<file path="src/rtl/debug_scanner_pkg.sv">
// Shared definitions for the debug bus between the scanner and the game's debug responder.
// Latency: n/a (types, constants and a helper function only).
// Backpressure: n/a.
// Contents: command codes, debug-bus field layout, scanner state and phase enums.
package debug_scanner_pkg;

  // Command codes on bus_out[1:0]; the responder decodes the same values.
  typedef enum logic [1:0] {
    CMD_IDLE             = 2'd0,
    CMD_READ_BOARD       = 2'd1,
    CMD_READ_CURRENT_COL = 2'd2,
    CMD_READ_WINNER      = 2'd3
  } dbg_cmd_e;

  // Debug bus layout: [7:5] row, [4:2] col, [1:0] cmd.
  typedef struct packed {
    logic [2:0] row;
    logic [2:0] col;
    dbg_cmd_e   cmd;
  } dbg_bus_t;

  // Responder must enable every driven data bit, bus_oe_in[7:2].
  localparam logic [5:0] OE_DATA_ALL = 6'h3F;

  typedef enum logic [2:0] {
    IDLE,
    ISSUE,
    WAIT,
    PRESENT,
    RELEASE
  } scan_state_e;

  // Which part of the scan the next command belongs to.
  typedef enum logic [1:0] {
    PH_BOARD,
    PH_COL,
    PH_WIN,
    PH_END
  } scan_phase_e;

  function automatic logic [7:0] pack_bus(input dbg_cmd_e cmd, input logic [2:0] row,
                                          input logic [2:0] col);
    dbg_bus_t b;
    b.cmd = cmd;
    b.row = row;
    b.col = col;
    return b;
  endfunction

endpackage

</file>
<file path="src/rtl/debug_scanner_if.sv">
// Bundles the responder-facing debug bus and the record stream of the debug scanner.
// Latency: n/a (wiring only).
// Backpressure: rec_valid/rec_ready; the debug bus itself has none.
// master = scanner side, slave = responder + record consumer side.
interface debug_scanner_if;
  logic       e_debug;
  logic [7:0] bus_out;
  logic [7:0] bus_in;
  logic [7:0] bus_oe_in;
  logic       rec_valid;
  logic       rec_ready;
  logic [1:0] rec_kind;
  logic [2:0] rec_row;
  logic [2:0] rec_col;
  logic [2:0] rec_data;

  modport master (
    output e_debug, bus_out, rec_valid, rec_kind, rec_row, rec_col, rec_data,
    input  bus_in, bus_oe_in, rec_ready
  );

  modport slave (
    input  e_debug, bus_out, rec_valid, rec_kind, rec_row, rec_col, rec_data,
    output bus_in, bus_oe_in, rec_ready
  );
endinterface

</file>
<file path="src/rtl/debug_scan_addr_gen.sv">
// Walks the scan order (board row-major, then current col, then winner) and offers the next command.
// Latency: outputs are combinational from the index registers; adv/clr take effect next edge.
// Backpressure: none; advances only when the FSM pulses adv.
// Ports: clr resets to record 0, adv steps one record; cmd/row/col describe the next record,
// last is high once every record has been issued.
module debug_scan_addr_gen
  import debug_scanner_pkg::*;
#(
  parameter int ROWS = 6,
  parameter int COLS = 7
) (
  input  logic       clk,
  input  logic       rst_n,
  input  logic       clr,
  input  logic       adv,
  output dbg_cmd_e   cmd,
  output logic [2:0] row,
  output logic [2:0] col,
  output logic       last
);
  scan_phase_e phase_q;
  logic [2:0]  row_q;
  logic [2:0]  col_q;

  // row/col fall back to 0 when leaving the board phase, so non-board commands carry zero fields.
  always_ff @(posedge clk or negedge rst_n) begin
    if (!rst_n) begin
      phase_q <= PH_BOARD;
      row_q   <= 3'd0;
      col_q   <= 3'd0;
    end else if (clr) begin
      phase_q <= PH_BOARD;
      row_q   <= 3'd0;
      col_q   <= 3'd0;
    end else if (adv) begin
      case (phase_q)
        PH_BOARD: begin
          if (col_q == 3'(COLS - 1)) begin
            col_q <= 3'd0;
            if (row_q == 3'(ROWS - 1)) begin
              row_q   <= 3'd0;
              phase_q <= PH_COL;
            end else begin
              row_q <= row_q + 3'd1;
            end
          end else begin
            col_q <= col_q + 3'd1;
          end
        end
        PH_COL:  phase_q <= PH_WIN;
        PH_WIN:  phase_q <= PH_END;
        default: phase_q <= PH_END;
      endcase
    end
  end

  always_comb begin
    cmd = CMD_IDLE;
    case (phase_q)
      PH_BOARD: cmd = CMD_READ_BOARD;
      PH_COL:   cmd = CMD_READ_CURRENT_COL;
      PH_WIN:   cmd = CMD_READ_WINNER;
      default:  cmd = CMD_IDLE;
    endcase
  end

  assign row  = row_q;
  assign col  = col_q;
  assign last = (phase_q == PH_END);
endmodule

</file>
<file path="src/rtl/debug_scanner.sv">
// Debug-bus initiator: issues every board/current-col/winner read and streams one record per response.
// Latency: record valid RESP_LAT edges after its command is driven; one ISSUE and one RELEASE cycle overhead.
// Backpressure: rec_valid held with bus_out frozen until rec_ready; no next command until accepted.
// Ports: start/abort control, busy/done/err status, dbg carries bus_out/e_debug/bus_in/bus_oe_in
// toward the responder and rec_* toward the consumer.
module debug_scanner
  import debug_scanner_pkg::*;
#(
  parameter int ROWS     = 6,
  parameter int COLS     = 7,
  parameter int RESP_LAT = 2
) (
  input  logic clk,
  input  logic rst_n,
  input  logic start,
  input  logic abort,
  output logic busy,
  output logic done,
  output logic err,
  debug_scanner_if.master dbg
);
  localparam int              LAT_W    = $clog2(RESP_LAT + 1);
  localparam logic [LAT_W-1:0] LAT_LOAD = LAT_W'(RESP_LAT - 1);

  scan_state_e      state_q, state_d;
  logic [LAT_W-1:0] lat_q, lat_d;
  logic [7:0]       bus_out_q, bus_out_d;
  logic             e_debug_q, e_debug_d;
  logic             rec_valid_q, rec_valid_d;
  logic [1:0]       rec_kind_q, rec_kind_d;
  logic [2:0]       rec_row_q, rec_row_d;
  logic [2:0]       rec_col_q, rec_col_d;
  logic [2:0]       rec_data_q, rec_data_d;
  logic             err_q, err_d;
  logic             done_q, done_d;
  logic             busy_q, busy_d;
  logic             aborted_q, aborted_d;
  logic             to_release;

  dbg_cmd_e   gen_cmd;
  logic [2:0] gen_row;
  logic [2:0] gen_col;
  logic       gen_last;
  logic       gen_adv;
  logic       gen_clr;
  dbg_bus_t   cur_bus;

  // Low data bits and low enables carry nothing this scanner uses.
  logic unused_bus_bits;
  assign unused_bus_bits = ^{dbg.bus_in[4:0], dbg.bus_oe_in[1:0]};

  assign cur_bus = dbg_bus_t'(bus_out_q);

  debug_scan_addr_gen #(.ROWS(ROWS), .COLS(COLS)) u_addr_gen (
    .clk   (clk),
    .rst_n (rst_n),
    .clr   (gen_clr),
    .adv   (gen_adv),
    .cmd   (gen_cmd),
    .row   (gen_row),
    .col   (gen_col),
    .last  (gen_last)
  );

  always_comb begin
    state_d     = state_q;
    lat_d       = lat_q;
    bus_out_d   = bus_out_q;
    e_debug_d   = e_debug_q;
    rec_valid_d = rec_valid_q;
    rec_kind_d  = rec_kind_q;
    rec_row_d   = rec_row_q;
    rec_col_d   = rec_col_q;
    rec_data_d  = rec_data_q;
    err_d       = err_q;
    aborted_d   = aborted_q;
    done_d      = 1'b0;
    gen_adv     = 1'b0;
    gen_clr     = 1'b0;
    to_release  = 1'b0;

    case (state_q)
      IDLE: begin
        bus_out_d = 8'h00;
        e_debug_d = 1'b0;
        if (start) begin
          state_d   = ISSUE;
          bus_out_d = pack_bus(gen_cmd, gen_row, gen_col);
          e_debug_d = 1'b1;
          err_d     = 1'b0;
          aborted_d = 1'b0;
          gen_adv   = 1'b1;
        end
      end
      ISSUE: begin
        if (abort) begin
          to_release = 1'b1;
          aborted_d  = 1'b1;
        end else begin
          state_d = WAIT;
          lat_d   = LAT_LOAD;
        end
      end
      WAIT: begin
        if (abort) begin
          to_release = 1'b1;
          aborted_d  = 1'b1;
        end else begin
          lat_d = lat_q - 1'b1;
          // Counter hits 0 on this edge: exactly RESP_LAT edges after bus_out was loaded.
          if (lat_q == LAT_W'(1)) begin
            state_d     = PRESENT;
            rec_valid_d = 1'b1;
            rec_kind_d  = cur_bus.cmd;
            rec_row_d   = cur_bus.row;
            rec_col_d   = cur_bus.col;
            if (cur_bus.cmd == CMD_READ_CURRENT_COL) rec_data_d = dbg.bus_in[7:5];
            else                                     rec_data_d = {1'b0, dbg.bus_in[7:6]};
            if (dbg.bus_oe_in[7:2] != OE_DATA_ALL) err_d = 1'b1;
          end
        end
      end
      PRESENT: begin
        // Abort wins over a simultaneous handshake: the record is dropped.
        if (abort) begin
          to_release = 1'b1;
          aborted_d  = 1'b1;
        end else if (dbg.rec_ready) begin
          rec_valid_d = 1'b0;
          if (gen_last) begin
            to_release = 1'b1;
          end else begin
            state_d   = ISSUE;
            bus_out_d = pack_bus(gen_cmd, gen_row, gen_col);
            gen_adv   = 1'b1;
          end
        end
      end
      RELEASE: begin
        state_d   = IDLE;
        bus_out_d = 8'h00;
        e_debug_d = 1'b0;
        done_d    = !aborted_q;
        gen_clr   = 1'b1;
      end
      default: state_d = IDLE;
    endcase

    // The responder must see cmd 0 with e_debug still high so it drops its enables.
    if (to_release) begin
      state_d     = RELEASE;
      bus_out_d   = 8'h00;
      e_debug_d   = 1'b1;
      rec_valid_d = 1'b0;
    end

    busy_d = (state_d != IDLE);
  end

  always_ff @(posedge clk or negedge rst_n) begin
    if (!rst_n) begin
      state_q     <= IDLE;
      lat_q       <= '0;
      bus_out_q   <= 8'h00;
      e_debug_q   <= 1'b0;
      rec_valid_q <= 1'b0;
      rec_kind_q  <= 2'd0;
      rec_row_q   <= 3'd0;
      rec_col_q   <= 3'd0;
      rec_data_q  <= 3'd0;
      err_q       <= 1'b0;
      done_q      <= 1'b0;
      busy_q      <= 1'b0;
      aborted_q   <= 1'b0;
    end else begin
      state_q     <= state_d;
      lat_q       <= lat_d;
      bus_out_q   <= bus_out_d;
      e_debug_q   <= e_debug_d;
      rec_valid_q <= rec_valid_d;
      rec_kind_q  <= rec_kind_d;
      rec_row_q   <= rec_row_d;
      rec_col_q   <= rec_col_d;
      rec_data_q  <= rec_data_d;
      err_q       <= err_d;
      done_q      <= done_d;
      busy_q      <= busy_d;
      aborted_q   <= aborted_d;
    end
  end

  assign busy          = busy_q;
  assign done          = done_q;
  assign err           = err_q;
  assign dbg.bus_out   = bus_out_q;
  assign dbg.e_debug   = e_debug_q;
  assign dbg.rec_valid = rec_valid_q;
  assign dbg.rec_kind  = rec_kind_q;
  assign dbg.rec_row   = rec_row_q;
  assign dbg.rec_col   = rec_col_q;
  assign dbg.rec_data  = rec_data_q;
endmodule

</file>
<file path="src/flat_wrapper.sv">
// flat-port wrapper written by rule: the top's interface ports become plain ports
module debug_scanner_flat import debug_scanner_pkg::*;
#(
  parameter int ROWS     = 6,
  parameter int COLS     = 7,
  parameter int RESP_LAT = 2
)
  (clk, rst_n, start, abort, busy, done, err, dbg_e_debug, dbg_bus_out, dbg_rec_valid, dbg_rec_kind, dbg_rec_row, dbg_rec_col, dbg_rec_data, dbg_bus_in, dbg_bus_oe_in, dbg_rec_ready);
  debug_scanner_if dbg_i ();
  input  logic clk;
  input  logic rst_n;
  input  logic start;
  input  logic abort;
  output logic busy;
  output logic done;
  output logic err;
  output wire logic [$bits(dbg_i.e_debug)-1:0] dbg_e_debug;
  output wire logic [$bits(dbg_i.bus_out)-1:0] dbg_bus_out;
  output wire logic [$bits(dbg_i.rec_valid)-1:0] dbg_rec_valid;
  output wire logic [$bits(dbg_i.rec_kind)-1:0] dbg_rec_kind;
  output wire logic [$bits(dbg_i.rec_row)-1:0] dbg_rec_row;
  output wire logic [$bits(dbg_i.rec_col)-1:0] dbg_rec_col;
  output wire logic [$bits(dbg_i.rec_data)-1:0] dbg_rec_data;
  input wire logic [$bits(dbg_i.bus_in)-1:0] dbg_bus_in;
  input wire logic [$bits(dbg_i.bus_oe_in)-1:0] dbg_bus_oe_in;
  input wire logic [$bits(dbg_i.rec_ready)-1:0] dbg_rec_ready;
  assign dbg_e_debug = dbg_i.e_debug;
  assign dbg_bus_out = dbg_i.bus_out;
  assign dbg_rec_valid = dbg_i.rec_valid;
  assign dbg_rec_kind = dbg_i.rec_kind;
  assign dbg_rec_row = dbg_i.rec_row;
  assign dbg_rec_col = dbg_i.rec_col;
  assign dbg_rec_data = dbg_i.rec_data;
  assign dbg_i.bus_in = dbg_bus_in;
  assign dbg_i.bus_oe_in = dbg_bus_oe_in;
  assign dbg_i.rec_ready = dbg_rec_ready;
  debug_scanner #(.ROWS(ROWS), .COLS(COLS), .RESP_LAT(RESP_LAT)) u_core (.clk(clk), .rst_n(rst_n), .start(start), .abort(abort), .busy(busy), .done(done), .err(err), .dbg(dbg_i));
endmodule
</file>
<file path="config.mk">
export PLATFORM = sky130hd
export DESIGN_NAME = debug_scanner_flat
export DESIGN_NICKNAME = d
export VERILOG_FILES = /design/src/rtl/debug_scanner_pkg.sv /design/src/rtl/debug_scanner_if.sv /design/src/rtl/debug_scan_addr_gen.sv /design/src/rtl/debug_scanner.sv /design/src/flat_wrapper.sv
export SDC_FILE = /design/constraint.sdc
export NUM_CORES = 1
export LEC_CHECK = 0
export BUFFER_PORTS_ARGS = -buffer_cell sky130_fd_sc_hd__buf_2
export CORE_AREA = 3 3 62 64
export DETAILED_ROUTE_END_ITERATION = 10
export DIE_AREA = 0 0 65 67
export HOLD_SLACK_MARGIN = 0.03
export PLACE_DENSITY = 0.89
export SLEW_MARGIN = 25
export SYNTH_ARGS = -nofsm -noshare
export SYNTH_HDL_FRONTEND = slang
export SYNTH_SLANG_ARGS = --single-unit
</file>
<file path="constraint.sdc">
create_clock -name clk -period 4.8 [get_ports clk]
set_clock_uncertainty 0.2 [all_clocks]
set_input_delay 0.96 -clock clk [delete_from_list [all_inputs] [get_ports clk]]
set_output_delay 0.96 -clock clk [all_outputs]
set_load 0.1 [all_outputs]
</file>
After elaboration in Yosys (flattened, before gate mapping)
Index checks and enable logic that the tools add are counted.
W data, S select, Z words.
{ "totals": {"register_bits": 38, "latchBits": 0, "mem_bits_rw": 0, "mem_bits_ro": 0, "inputBits": 21, "output_inout_bits": 24, "memories": 0} }
{ "classes": {"n_addsub": 3, "multipliers": 0, "div": 0, "n_lt_le_gt_ge": 0, "n_eq_ne": 25, "n_shift": 0, "mux": 61, "n_bitwise": 1, "n_reduce_logical": 24} }
{ "ops": {"columns": ["cell", "n"], "rows": [
  ["$mux W3", 18],
  ["$mux W8", 5],
  ["$pmux W8 S3", 1],
  ["$mux W1", 21],
  ["$ne A3 B2 Y1 const B", 6],
  ["$reduce_and A3 Y1", 5],
  ["$mux W2", 6],
  ["$pmux W1 S2", 6],
  ["$pmux W3 S4", 1],
  ["$reduce_bool A2 Y1", 6],
  ["$reduce_and A5 Y1", 2],
  ["$eq A3 B3 Y1 const B", 3],
  ["$reduce_bool A3 Y1", 3],
  ["$pmux W2 S2", 2],
  ["$add A3 B1 Y3 const B", 2],
  ["$eq A2 B2 Y1 const B", 3],
  ["$eq A3 B2 Y1 const B", 2],
  ["$ne A2 B1 Y1 const B", 3],
  ["$ne A2 B2 Y1 const B", 3],
  ["$ne A6 B6 Y1 const B", 1],
  ["$pmux W2 S3", 1],
  ["$eq A2 B1 Y1 const B", 2],
  ["$reduce_and A4 Y1", 1],
  ["$reduce_bool A4 Y1", 1],
  ["10 further kinds", 10]
]} }

Logic depth before layout (Yosys ltp)
{ "logic_depth": {"ltp_word": 7, "mapped_depth": 7} }

Hierarchy
From an unflattened synthesis, not the netlist that was laid out.
{ "unflattened": {"cells_unflattened": 163, "area_unflattened_um2": 1805.5} }
{ "by_module_without_submodules": {"columns": ["module", "n_inst", "cells_per_inst", "area_per_inst_um2"], "rows": [
  ["debug_scanner", 1, 115, 1343.8],
  ["debug_scan_addr_gen", 1, 48, 461.7]
]} }

Worst setup path after synthesis
OpenSTA, ideal clock, no wires.
{ "synth_path": {"path_type": "input to register", "from": "input port abort", "to": "register u_core.u_addr_gen.row_q[0] (netlist: u_core.u_addr_gen.row[0])", "t_arrival_ps": 2100, "required_ps": 4465, "path_slack_ps": 2364, "path_stages": 5, "n_path_buf": 1, "path_cell_list": "or2_4 o41a_1 buf_6 o311ai_2 o41ai_2"} }
{ "synth_via": {"elab_chain_len": 4} }
{ "synth_rtl": {"columns": ["item", "line", "text"], "rows": [
  ["start, declared", "flat_wrapper.sv:13", "input logic abort;"],
  ["$mux W1", "debug_scanner.sv:125", "if (abort) begin"],
  ["$pmux W1 S2", "debug_scanner.sv:82", "case (state_q)"],
  ["$reduce_bool A2 Y1 (no line)", null, null],
  ["$reduce_and A3 Y1 (no line)", null, null],
  ["end signal, assigned", "debug_scan_addr_gen.sv:44", "row_q <= row_q + 3'd1;"],
  ["end, declared", "debug_scan_addr_gen.sv:22", "logic [2:0] row_q;"]
]} }
No other way between the ends.
A chain may end at the register's enable or synchronous reset.

Worst setup path in the final report
{ "layout_path": {"from": "input port abort", "to": "register u_core.u_addr_gen.col_q[2] (netlist: u_core.u_addr_gen.col[2])"} }
{ "layout_via": {"elab_chain_len": 4} }
{ "layout_rtl": {"columns": ["item", "line", "text"], "rows": [
  ["$mux W1", "debug_scanner.sv:125", null],
  ["$pmux W1 S2", "debug_scanner.sv:82", null],
  ["$reduce_bool A2 Y1 (no line)", null, null],
  ["$reduce_and A2 Y1 (no line)", null, null],
  ["end signal, assigned", "debug_scan_addr_gen.sv:47", "col_q <= col_q + 3'd1;"],
  ["end, declared", "debug_scan_addr_gen.sv:23", "logic [2:0] col_q;"]
]} }
No other way between the ends.

==> qor.yml <==
power_and_ir_drop:
  switchingPower_uw: 804
  leakage_uw: 0.00108
  p_int_uw: 639
  pwr-share-comb: 0.525
  seq_power_share: 0.350
  p_per_area_nw_per_um2: 662
  peakVddDrop_mv: 0.441
  switching_share: 0.557
  clkPwrFrac: 0.125
synth:
  yosysSeqAreaShare: 0.497
  yosys.area_share.adder: 0.0458
  synth_mux_area_frac: 0.0627
  synth_top_family_by_area: "compound AO/OA/AOI/OAI gates"
  async_flop_share: 1.00
  synthXorXnorAreaFrac: 0
  ys_types: 42
  synth-seq-cells: 38
  yosysWarnings: 0
  yosys_most_used_dff: "dfrtp_1"
  synth_compound_area_frac: 0.184
  syn_area_um2: 1910
  synth_edf_count: 0
  syn_area_per_cell_um2: 10.3
  yosys.area_share.simple: 0.167
  synth_cells: 186
  synthesis.nets: 214
worst_setup_path:
  arrival_ns: 2.54
  crit_slowest_cell: "o41a_1"
  cp_data_required_time_ns: 4.90
  crit_path_start_kind: "input pin"
  rr_endpoint: "u_core.u_addr_gen.col[2]$_DFFE_PN0P_"
  reg2reg_slack_ns: 2.41
  critPathBufInv: 1
  crit_chain: "buf_2, or2_4, o41a_1, or4_1, nand2_1"
  slowest_delay_ns: 0.59
  cp_max_fo: 11
  worstSetupEndpointType: "register"
  worst-setup-path-type: "in2reg"
  r2r_cells: 6
  critPathTopFamily: "simple AND/OR/NAND/NOR gates"
  worstReg2RegStart: "u_core.u_addr_gen.phase_q[0]$_DFFE_PN0P_"
floorplanning:
  start_util: 0.574
  die_width_um: 65
  core-area_um2: 3340
  rows: 21
  die_height_um: 67
  ioPinCount: 45
  die-area_um2: 4360
drt:
  avgViaCountPerCell: 5.62
  ant_nets: 0
  dr.pass1.iters: 4
  wl_met2_um: 1780
  via_count: 1511
  drt_wl_total_um: 3720
  drcViolationCount: 0
  routed-wl-met3_um: 211
  avgRoutedWirePerCell_um: 13.8
  wl_met1_um: 1690
  drt_iter0_drc: 73
  top_layer: "met4"
timing:
  period_minus_slack_ns: 2.45
  setup_viol: 0
  hold_violations: 0
  min_period_over_period: 0.509
  postLayoutSetupSlackWorst_ns: 2.35
  drv_slew: 0
  worstMarginPinSlew_ns: 0.987
  final.setup.tns_ns: 0
  rsz0062_at_grt: "false"
  slew_headroom: 0.342
  fmax_mhz: 409
clock_network:
  ctsHtreeMaxLevel: 2
  ctsHoldBuffers: 0
  clkLatencyLatePin_ns: 0.34
  numCtsBuffers: 5
  clockBufferDepth: 2
  clk_pin_slew_ns: 0.12
  tritoncts: "yes"
  post_cts_buffers: 0
  post_cts_resized: 0
  cts_root_buffer: "clkbuf_4"
  cts.sinks: 38
finish:
  syn_to_final_growth_pct: 13.9
  num-fill-cells: 262
  post-route-util: 0.654
  nets: 250
  final_common_cell: "dfrtp_1"
  drive_above_1_share: 0.265
  antenna_cells: 0
  final_cell_mix: "dfrtp_1, buf_2, a21oi_1"
hold_path:
  min_to: "u_core.done$_DFF_PN0_"
  hold_path_depth: 1
  holdCritPathClass: "reg2reg"
  hp-start: "u_core.aborted_q$_DFFE_PN0P_"
grt:
  grt_usage: 0.191
  grt_pass1_vias: 1368
  overflow: 0
  antenna_found_initial: 0
  grt_first_pass_wirelength_um: 6280
  grt_max_degree: 39
placement:
  dp_hpwl_um: 2660
  dp_worst_setup_slack_ns: 1.84
  place.gp.congestion: 0.844
  port_buffers: 37
job:
  cap_viol_max_count: 0
status:
  status: "completed"
==> cell type report <==
class | count | area, um^2 | area share
clock inverter | 2 | 12.5 | 0.00574
sequential | 38 | 951 | 0.436
timing repair buffer | 37 | 185 | 0.0849
clock buffer | 6 | 51.3 | 0.0235
tap | 46 | 57.6 | 0.0264
inverter | 10 | 37.5 | 0.0172
multi-input combinational | 130 | 886 | 0.406
==> synthesized netlist by cell type (all sizes together), types with 2 or more instances <==
| cell | n | area (um^2) |
|---|---|---|
| a21o | 3 | 22.5 |
| a21oi | 20 | 100 |
| buf | 3 | 27.5 |
| clkbuf | 5 | 18.8 |
| dfrtp | 38 | 951 |
| ha | 7 | 87.6 |
| inv | 10 | 37.5 |
| mux2 | 8 | 90.1 |
| mux2i | 3 | 30.0 |
| nand2 | 19 | 71.3 |
| nand3 | 4 | 20.0 |
| nand4 | 8 | 50.1 |
| nor2 | 13 | 48.8 |
| nor2b | 4 | 25.0 |
| o2111ai | 3 | 26.3 |
| o211ai | 5 | 37.5 |
| o21ai | 6 | 30.0 |
| o41ai | 4 | 42.6 |
| or2 | 3 | 21.3 |
| or3 | 2 | 12.5 |
==> layer usage <==
layer  track usage  vias up
met5             0        -
met4        0.0660        0
li1              -      754
met1         0.241      710
met3        0.0725        6
met2         0.299       41
==> cells by family (layout without fill, tap and decap cells) <==
family	after synthesis	count (layout)
simple gates	61	61
compound gates	51	51
flops	38	38
buf+inv	18	55
mux	11	11
fa+ha+maj	7	7
==> worst max path at each step <==
stage | startpoint | end | slack, ns | cells past startpoint
2_1_floorplan | abort | u_core.u_addr_gen.row[0]$_DFFE_PN0P_ | 2.36 | 5
3_3_place_gp | abort | u_core.dbg.rec_row[1]$_DFFE_PN0P_ | 1.93 | 4
3_5_place_dp | abort | u_core.dbg.rec_row[1]$_DFFE_PN0P_ | 1.84 | 4
4_1_cts | abort | u_core.dbg.rec_row[1]$_DFFE_PN0P_ | 2.22 | 4
5_1_grt | u_core.u_addr_gen.phase_q[0]$_DFFE_PN0P_ | u_core.u_addr_gen.col[2]$_DFFE_PN0P_ | 2.29 | 6
6_report | abort | u_core.u_addr_gen.col[2]$_DFFE_PN0P_ | 2.35 | 5
==> sequential cells by signal (all words and copies together), names as in the netlist <==
register / flops
u_core.aborted_q: 1
u_core.busy: 1
u_core.dbg.bus_out: 8
u_core.dbg.e_debug: 1
u_core.dbg.rec_col: 3
u_core.dbg.rec_data: 3
u_core.dbg.rec_kind: 2
u_core.dbg.rec_row: 3
u_core.dbg.rec_valid: 1
u_core.done: 1
u_core.err: 1
u_core.lat_q: 2
u_core.state_q: 3
u_core.u_addr_gen.col: 3
u_core.u_addr_gen.phase_q: 2
u_core.u_addr_gen.row: 3
==> stage by stage <==
stage	instances	power (uW)	area, um^2	hold WS (ns)
2_1_floorplan	186	1140	1910	0.227
3_3_place_gp	261	1250	2110	0.253
3_5_place_dp	261	1270	2110	0.267
4_1_cts	269	1450	2170	0.292
5_1_grt	269	1530	2180	0.314
6_report	269	1440	2180	0.297
==> power by group through the flow <==
stage          registers (uW)  clock network [uW]  logic, uW
6_report                  506                 180        757
5_1_grt                   521                 201        806
4_1_cts                   504                 184        758
3_5_place_dp              511                   0        755
3_3_place_gp              505                   0        743
2_1_floorplan             855                   0        285
Power figures use the tool's default switching activity.
